File: config.mk
export PLATFORM = sky130hd
export DESIGN_NAME = monitor_contador
export DESIGN_NICKNAME = d
export VERILOG_FILES = /design/src/rtl/contador_pkg.sv /design/src/rtl/contador_ref.sv /design/src/rtl/monitor_contador.sv
export SDC_FILE = /design/constraint.sdc
export NUM_CORES = 1
export LEC_CHECK = 0
export CELL_PAD_IN_SITES_DETAIL_PLACEMENT = 1
export CELL_PAD_IN_SITES_GLOBAL_PLACEMENT = 2
export CORE_ASPECT_RATIO = 1.1
export CORE_MARGIN = 5
export CORE_UTILIZATION = 30
export DETAILED_ROUTE_END_ITERATION = 10
export GPL_TIMING_DRIVEN = 0
export HOLD_SLACK_MARGIN = 0.12
export PLACE_DENSITY_LB_ADDON = 0.1
export SYNTH_ARGS = -nofsm -noshare
export SYNTH_HDL_FRONTEND = slang
export SYNTH_SLANG_ARGS = --single-unit
File: constraint.sdc
create_clock -name CLK -period 2.3 [get_ports CLK]
set_input_delay 0.23 -clock CLK [delete_from_list [all_inputs] [get_ports CLK]]
set_output_delay 0.23 -clock CLK [all_outputs]
set_load 0.02 [all_outputs]
File: src/rtl/contador_pkg.sv
// Shared definitions for the 4/16-bit mode counter and its checker.
// Latency: none (package only).
// Backpressure: none (package only).
// Contents: mode encodings driven on MODO, and the checker FSM state type.
package contador_pkg;

  localparam logic [1:0] MODO_UP   = 2'b00;  // Q + 1
  localparam logic [1:0] MODO_DN1  = 2'b01;  // Q - 1
  localparam logic [1:0] MODO_DN3  = 2'b10;  // Q - 3
  localparam logic [1:0] MODO_LOAD = 2'b11;  // Q = D

  typedef enum logic {
    UNSYNC = 1'b0,
    ARMED  = 1'b1
  } mon_state_t;

endpackage

File: src/rtl/contador_ref.sv
// Reference next-state function of the mode counter (value and ripple carry).
// Latency: purely combinational, zero cycles.
// Backpressure: none; evaluates every cycle.
// Ports:
//   q        current counter value
//   enb/modo counter enable and mode
//   d        parallel-load data
//   q_next   value the counter holds after the next edge (modulo 2^N)
//   rco_next ripple-carry the counter presents after the next edge
module contador_ref
  import contador_pkg::*;
#(
  parameter int N = 4
) (
  input  logic [N-1:0] q,
  input  logic         enb,
  input  logic [1:0]   modo,
  input  logic [N-1:0] d,
  output logic [N-1:0] q_next,
  output logic         rco_next
);

  always_comb begin
    q_next   = q;
    rco_next = 1'b0;
    if (enb) begin
      case (modo)
        MODO_UP: begin
          q_next   = q + N'(1);
          rco_next = &q;
        end
        MODO_DN1: begin
          q_next   = q - N'(1);
          rco_next = (q == '0);
        end
        MODO_DN3: begin
          // Borrow whenever the subtraction wraps below zero.
          q_next   = q - N'(3);
          rco_next = (q < N'(3));
        end
        default: begin  // MODO_LOAD
          q_next   = d;
          rco_next = 1'b0;
        end
      endcase
    end
  end

endmodule

File: src/rtl/monitor_contador.sv
// Cycle-by-cycle checker for the mode counter: predicts Q (and optionally RCO) and flags mismatches.
// Latency: the expectation formed at edge k is compared at edge k+1; ERR is valid for the cycle after edge k+1.
// Backpressure: none; passively observes every cycle, never stalls.
// Ports:
//   CLK, RESET_L          clock (rising edge) and async active-low reset
//   ENB, MODO, D          counter controls, exactly as driven to the counter
//   Q, RCO                observed counter outputs
//   SYNC                  model armed, comparisons active
//   ERR                   one-cycle pulse per mismatching cycle
//   ERR_CNT, CHK_CNT      saturating mismatch / comparison counts
//   FIRST_EXP, FIRST_OBS  expected / observed Q of the first mismatch since reset
// Build option: define MONITOR_RCO_CHK_EN to also compare RCO; otherwise RCO is ignored.
module monitor_contador
  import contador_pkg::*;
#(
  parameter int N  = 4,
  parameter int CW = 8
) (
  input  logic          CLK,
  input  logic          RESET_L,
  input  logic          ENB,
  input  logic [1:0]    MODO,
  input  logic [N-1:0]  D,
  input  logic [N-1:0]  Q,
  input  logic          RCO,
  output logic          SYNC,
  output logic          ERR,
  output logic [CW-1:0] ERR_CNT,
  output logic [CW-1:0] CHK_CNT,
  output logic [N-1:0]  FIRST_EXP,
  output logic [N-1:0]  FIRST_OBS
);

  localparam logic [CW-1:0] CNT_MAX = {CW{1'b1}};

  mon_state_t   state_q, state_d;
  logic         compare_en;
  logic         mismatch;
  logic [N-1:0] exp_q;
  logic [N-1:0] q_next;
  logic         rco_next;

  // The model always reseeds from the observed Q, so a single bad cycle
  // produces exactly one ERR instead of a trail of follow-on mismatches.
  contador_ref #(.N(N)) u_ref (
    .q        (Q),
    .enb      (ENB),
    .modo     (MODO),
    .d        (D),
    .q_next   (q_next),
    .rco_next (rco_next)
  );

  always_ff @(posedge CLK or negedge RESET_L) begin
    if (!RESET_L) state_q <= UNSYNC;
    else          state_q <= state_d;
  end

  always_comb begin
    state_d    = state_q;
    compare_en = 1'b0;
    case (state_q)
      UNSYNC: state_d = ARMED;  // first edge only seeds the expectation
      ARMED:  compare_en = 1'b1;
      default: state_d = UNSYNC;
    endcase
  end

  assign SYNC = (state_q == ARMED);

`ifdef MONITOR_RCO_CHK_EN
  logic exp_rco;

  always_ff @(posedge CLK or negedge RESET_L) begin
    if (!RESET_L) exp_rco <= 1'b0;
    else          exp_rco <= rco_next;
  end

  assign mismatch = compare_en && ((Q != exp_q) || (RCO != exp_rco));
`else
  logic unused_rco;
  assign unused_rco = RCO ^ rco_next;
  assign mismatch   = compare_en && (Q != exp_q);
`endif

  always_ff @(posedge CLK or negedge RESET_L) begin
    if (!RESET_L) begin
      exp_q     <= '0;
      ERR       <= 1'b0;
      ERR_CNT   <= '0;
      CHK_CNT   <= '0;
      FIRST_EXP <= '0;
      FIRST_OBS <= '0;
    end else begin
      exp_q <= q_next;
      ERR   <= mismatch;
      if (compare_en && (CHK_CNT != CNT_MAX)) CHK_CNT <= CHK_CNT + CW'(1);
      if (mismatch) begin
        // Capture only the first mismatch; later ones leave it frozen.
        if (ERR_CNT == '0) begin
          FIRST_EXP <= exp_q;
          FIRST_OBS <= Q;
        end
        if (ERR_CNT != CNT_MAX) ERR_CNT <= ERR_CNT + CW'(1);
      end
    end
  end

endmodule

* Word level (Yosys, flattened, before mapping)
Cells that the tools add are included. W data, S select, Z words.
Word-level totals: bits in registers 30, input bits 14, output and inout bits 26, logic and storage cells 26
Operators by class: add/subtract/negate cells 5, equal/unequal tests 5, muxes and demuxes 3, reductions and logical operators 6
Operators with widths (count):
- $add A8 B1 Y8 const B | 2
- $ne A8 B8 Y1 const B | 2
- $pmux W4 S3 | 1
- $logic_not A8 Y1 | 1
- $add A4 B1 Y4 const B | 1
- $mux W4 | 1
- $ne A4 B4 Y1 | 1
- $reduce_and A2 Y1 | 2
- $sub A4 B1 Y4 const B | 1
- $sub A4 B2 Y4 const B | 1
- $eq A2 B1 Y1 const B | 1
- $eq A2 B2 Y1 const B | 1
- $logic_and A1 B1 Y1 | 2
- $logic_not A2 Y1 | 1
- $mux W1 | 1

* Depth between registers and ports, before layout
depth in word-level cells 3, mapped depth 8, gate-level depth less buffers 8

* By module
A second synthesis with hierarchy kept.
Second synthesis, totals: cells, all modules 152, area total of the unflattened synthesis 1636.6 um^2
Modules (own cells, without submodules):
- monitor_contador | times used 1, cells each 103, area an instance 1310.0 um^2
- contador_ref | times used 1, cells each 49, area an instance 326.6 um^2

* Worst setup path before layout
OpenSTA, ideal clock, no wires.
path kind flip-flop to flip-flop, start point register ERR_CNT[4], end point register FIRST_OBS[0], data arrival time 1.709 ns, data required time 2.175 ns, setup slack 0.466 ns, cell stages (with the launch flop) 5, path buffers 0, cell sequence dfrtp_1 nor4_1 nand3b_1 nor4b_4 mux2_2
On the way: cells in the longest elaborated chain, start to end 2
RTL lines:
- start, declared | RTL line monitor_contador.sv:28 | output logic [CW-1:0] ERR_CNT,
- start signal, assigned | RTL line monitor_contador.sv:104 | if (ERR_CNT != CNT_MAX) ERR_CNT <= ERR_CNT + CW'(1);
- $logic_not A8 Y1 | RTL line monitor_contador.sv:100 | if (ERR_CNT == '0) begin
- $reduce_and A2 Y1 (no source line)
- end signal, assigned | RTL line monitor_contador.sv:93 | FIRST_OBS <= '0;
- end signal, assigned | RTL line monitor_contador.sv:102 | FIRST_OBS <= Q;
- end, declared | RTL line monitor_contador.sv:31 | output logic [N-1:0] FIRST_OBS
Every way passes these cells. A chain may end at the register's enable or synchronous reset.

* Worst setup path after layout
start point input MODO[1], end point register exp_q[3]
On the way: cells in the longest elaborated chain, start to end 3
RTL lines:
- start, declared | RTL line monitor_contador.sv:22 | input logic [1:0] MODO,
- $eq A2 B2 Y1 (tied with other cells)
- $pmux W4 S3 * | RTL line contador_ref.sv:27 | case (modo)
- $mux W4 * | RTL line contador_ref.sv:26 | if (enb) begin
- via q_next[3] | RTL line monitor_contador.sv:40 | logic [N-1:0] q_next;
- end signal, assigned | RTL line monitor_contador.sv:95 | exp_q <= q_next;
- end, declared | RTL line monitor_contador.sv:39 | logic [N-1:0] exp_q;
The timed path passes the listed nets; every way through them passes the cells marked *.

==> run metrics <==
Post-route DRC 0; Worst-Skew Late Latency 0.28 ns; pin count of the biggest net entering global routing 31; ant diodes 0; fill count 565; most frequent CP cell inv_1; # nets final 207; routed wl met3 131 µm; Crit. End Element register; # rows 27; Startpoint Class input pin; critical path class in2reg; Tightest Hold Check Type in2reg; cts bufs inserted 5; Switching Fraction 36.69%; outcome finished clean; met2 wire len 1994 µm; post-route insts no fill 244; Antenna Violating Nets Remaining 0; Critical Path, Cell by Cell clkdlybuf4s50_1, inv_1, ha_1, inv_1, ha_2, nand3_2, and4b_1, nor4_2, o221a_2; final max-slew violation count 0; DR WL/cell 14.71 µm; synthesis-stage register bit count 30; CP max-delay cell clkdlybuf4s50_1; PwrDens 1065 nW/µm²; Leak Pwr 0.9164 nW; Sw Pwr 839.2 µW; H-tree levels 2; Clk network pwr share 22.4%; Post-Syn Nets 162; Initial Utilization 30.90%; layout cells sized above 1 15.05%; internal power 1.448 mW; cell taking the most area after synthesis dfrtp_1; Worst-Margin Slew 0.7053 ns; clk buf depth 2; RSZ-0062 raised after global routing no; vias in the first global route 1360; MaxCap Viol Count 0; synth unique cells 31; Fin. Hold Viols 0; DRT Wirelength 3590 µm; Detailed Route Iter0 Violations 12; first-pass detailed-route iteration total 4; slew margin rel. 52.62%; Post-synth top flop dfrtp_1; post-route total power 2.287 mW; share of the synthesized area in the top cell type 48.27%; Die Span X 78.65 µm; Setup Viol. Count Final 0; Max Clock Skew 0.005522 ns; Ports 40; CTS Root Cell clkbuf_8; routability congestion estimate 0.7547; area occupied by registers 750.7 µm²; YS warnings 0; worst vdd ir 0.2764 mV; DIE AREA 6726 µm²; core area 5034 µm²; hpwl dp 2778 µm; CTS tree built; top cells by count, synth 30 x dfrtp_1, 13 x xor2_1, 11 x mux2_2; vias per inst 4.984; ys async rst share 100.0%; first-pass GRT wire length 6334 µm; Reg clk slew, reported paths 0.06 ns; Die H 85.52 µm; Gate power share 38.9%; Multi-input gate area 793.3 µm²; Flop pwr share 38.7%; Worst EP arrival 2.38 ns; clk sink count 30; Post-synth EDFFs 0; Setup TNS 0 ns; Reg2Reg Setup Slack 0.34 ns; worst-path fanout max 4; max incr delay on CP 0.48 ns; Post-CTS Setup Bufs 0; met1 wire length 1400 µm; vias post-DR 1216; Syn Inst Count 140; global-route usage over all layers 11.86%; Post-Place Cells 235; Max Clock Freq 463.3 MHz; Final min period 2.158 ns; Syn-to-layout area delta 38.05%; top post-synthesis cells by area dfrtp_1 48%, mux2_2 8.0%, xor2_1 7.3%; period utilisation layout 93.83%; Post-Syn Area 1555 µm²; syn avg cell area 11.11 µm²; DR top layer met4; Crit path required time 2.52 ns; initial antenna violation count 0; global route overflow 0; sequential share of the synthesized area 48.27%; most common cell in the netlist dfrtp_1; Port Buf Inserts 37
-- area by class of cell --
type                    count  share of cell area, %
multi-input cells          97                  36.95
well taps                  58                  3.380
repair buffers             38                  17.48
clock buffers               7                  3.555
flip-flops and latches     30                  34.97
clock inverters             1                  1.399
inverters                  10                  1.748
plain buffers               3                 0.5245
-- critical path: cells and delay by family --
kind            cells  cell delay, ns
fa+ha+maj           2            0.71
buf+inv             3            0.62
simple gates        3            0.61
compound gates      1            0.21
-- registers in the layout (all words and copies together), names as in the netlist --
signal     cells
FIRST_EXP      4
SYNC           1
exp_q          4
ERR_CNT        8
CHK_CNT        8
ERR            1
FIRST_OBS      4
-- path summary, 6_finish.rpt --
| check | depth (start not counted) | startpoint | endpoint |
|---|---|---|---|
| max | 9 | MODO[1] | exp_q[3]$_DFF_PN0_ |
| min | 3 | ENB | exp_q[2]$_DFF_PN0_ |
| max reg2reg | 4 | ERR_CNT[4]$_DFFE_PN0P_ | FIRST_EXP[0]$_DFFE_PN0P_ |
| min reg2reg | 1 | CHK_CNT[5]$_DFFE_PN0P_ | CHK_CNT[5]$_DFFE_PN0P_ |
| max in group asynchronous | 2 | RESET_L | CHK_CNT[0]$_DFFE_PN0P_ |
| min in group asynchronous | 2 | RESET_L | ERR_CNT[4]$_DFFE_PN0P_ |
-- kinds of logic (layout without fill, tap and decap cells) --
logic type / count (synthesis) / in the layout / synth area share, %
buf+inv: 13 / 59 / 3.138
flops: 30 / 30 / 48.27
compound gates: 18 / 18 / 7.401
simple gates: 44 / 44 / 17.62
fa+ha+maj: 8 / 8 / 6.919
other cells: 1 / 1 / 0.2411
mux: 11 / 11 / 7.965
xor+xnor: 15 / 15 / 8.448
-- placed cells by master, fill, tap and decap left out, drive strengths merged, types with 2 or more instances in the layout --
master / synthesis / layout
a2111oi: 2 / 2
a21oi: 8 / 8
a31oi: 3 / 3
a41oi: 2 / 2
clkbuf: 3 / 10
clkdlybuf4s50: 0 / 36
dfrtp: 30 / 30
ha: 7 / 7
inv: 10 / 10
mux2: 11 / 11
nand2: 9 / 9
nand3: 4 / 4
nand4: 3 / 3
nor2: 5 / 5
nor3: 6 / 6
nor3b: 3 / 3
nor4: 7 / 7
nor4b: 2 / 2
o21ai: 2 / 2
xnor2: 2 / 2
xor2: 13 / 13
-- what timing repair did --
item                                    CTS  global route
endpoints found under the setup margin    0             1
gates resized for setup                   0             9
endpoints found under the hold margin     0            30
hold buffers                              0             1
-- through the flow --
stage | cell area (µm²) | utilization, % | worst slack [ns] | hold WS, ns
5_1_grt | 2147 | 42.65 | 0.03198 | 0.3674
6_report | 2147 | 42.65 | 0.1418 | 0.3599
3_5_place_dp | 1998 | 39.70 | -0.1922 | 0.4943
2_1_floorplan | 1555 | - | 0.4658 | -0.06559
4_1_cts | 2105 | 41.81 | 0.09108 | 0.3623
3_3_place_gp | 1998 | 39.70 | -0.09917 | 0.4829
-- metal layers --
metal | global-route usage, % | vias up
met5 | 0 | -
met4 | 4.293 | 0
met3 | 3.361 | 5
met2 | 22.08 | 29
met1 | 12.60 | 596
li1 | - | 586
-- power by group through the flow --
| stage | registers, mW | clock network [mW] | logic, mW |
|---|---|---|---|
| 2_1_floorplan | 1.03 | 0 | 0.325 |
| 3_3_place_gp | 0.891 | 0 | 0.877 |
| 3_5_place_dp | 0.903 | 0 | 0.892 |
| 4_1_cts | 0.894 | 0.535 | 0.895 |
| 5_1_grt | 0.919 | 0.565 | 0.968 |
| 6_report | 0.884 | 0.513 | 0.890 |
No activity file was read; power rests on OpenSTA's default activity.
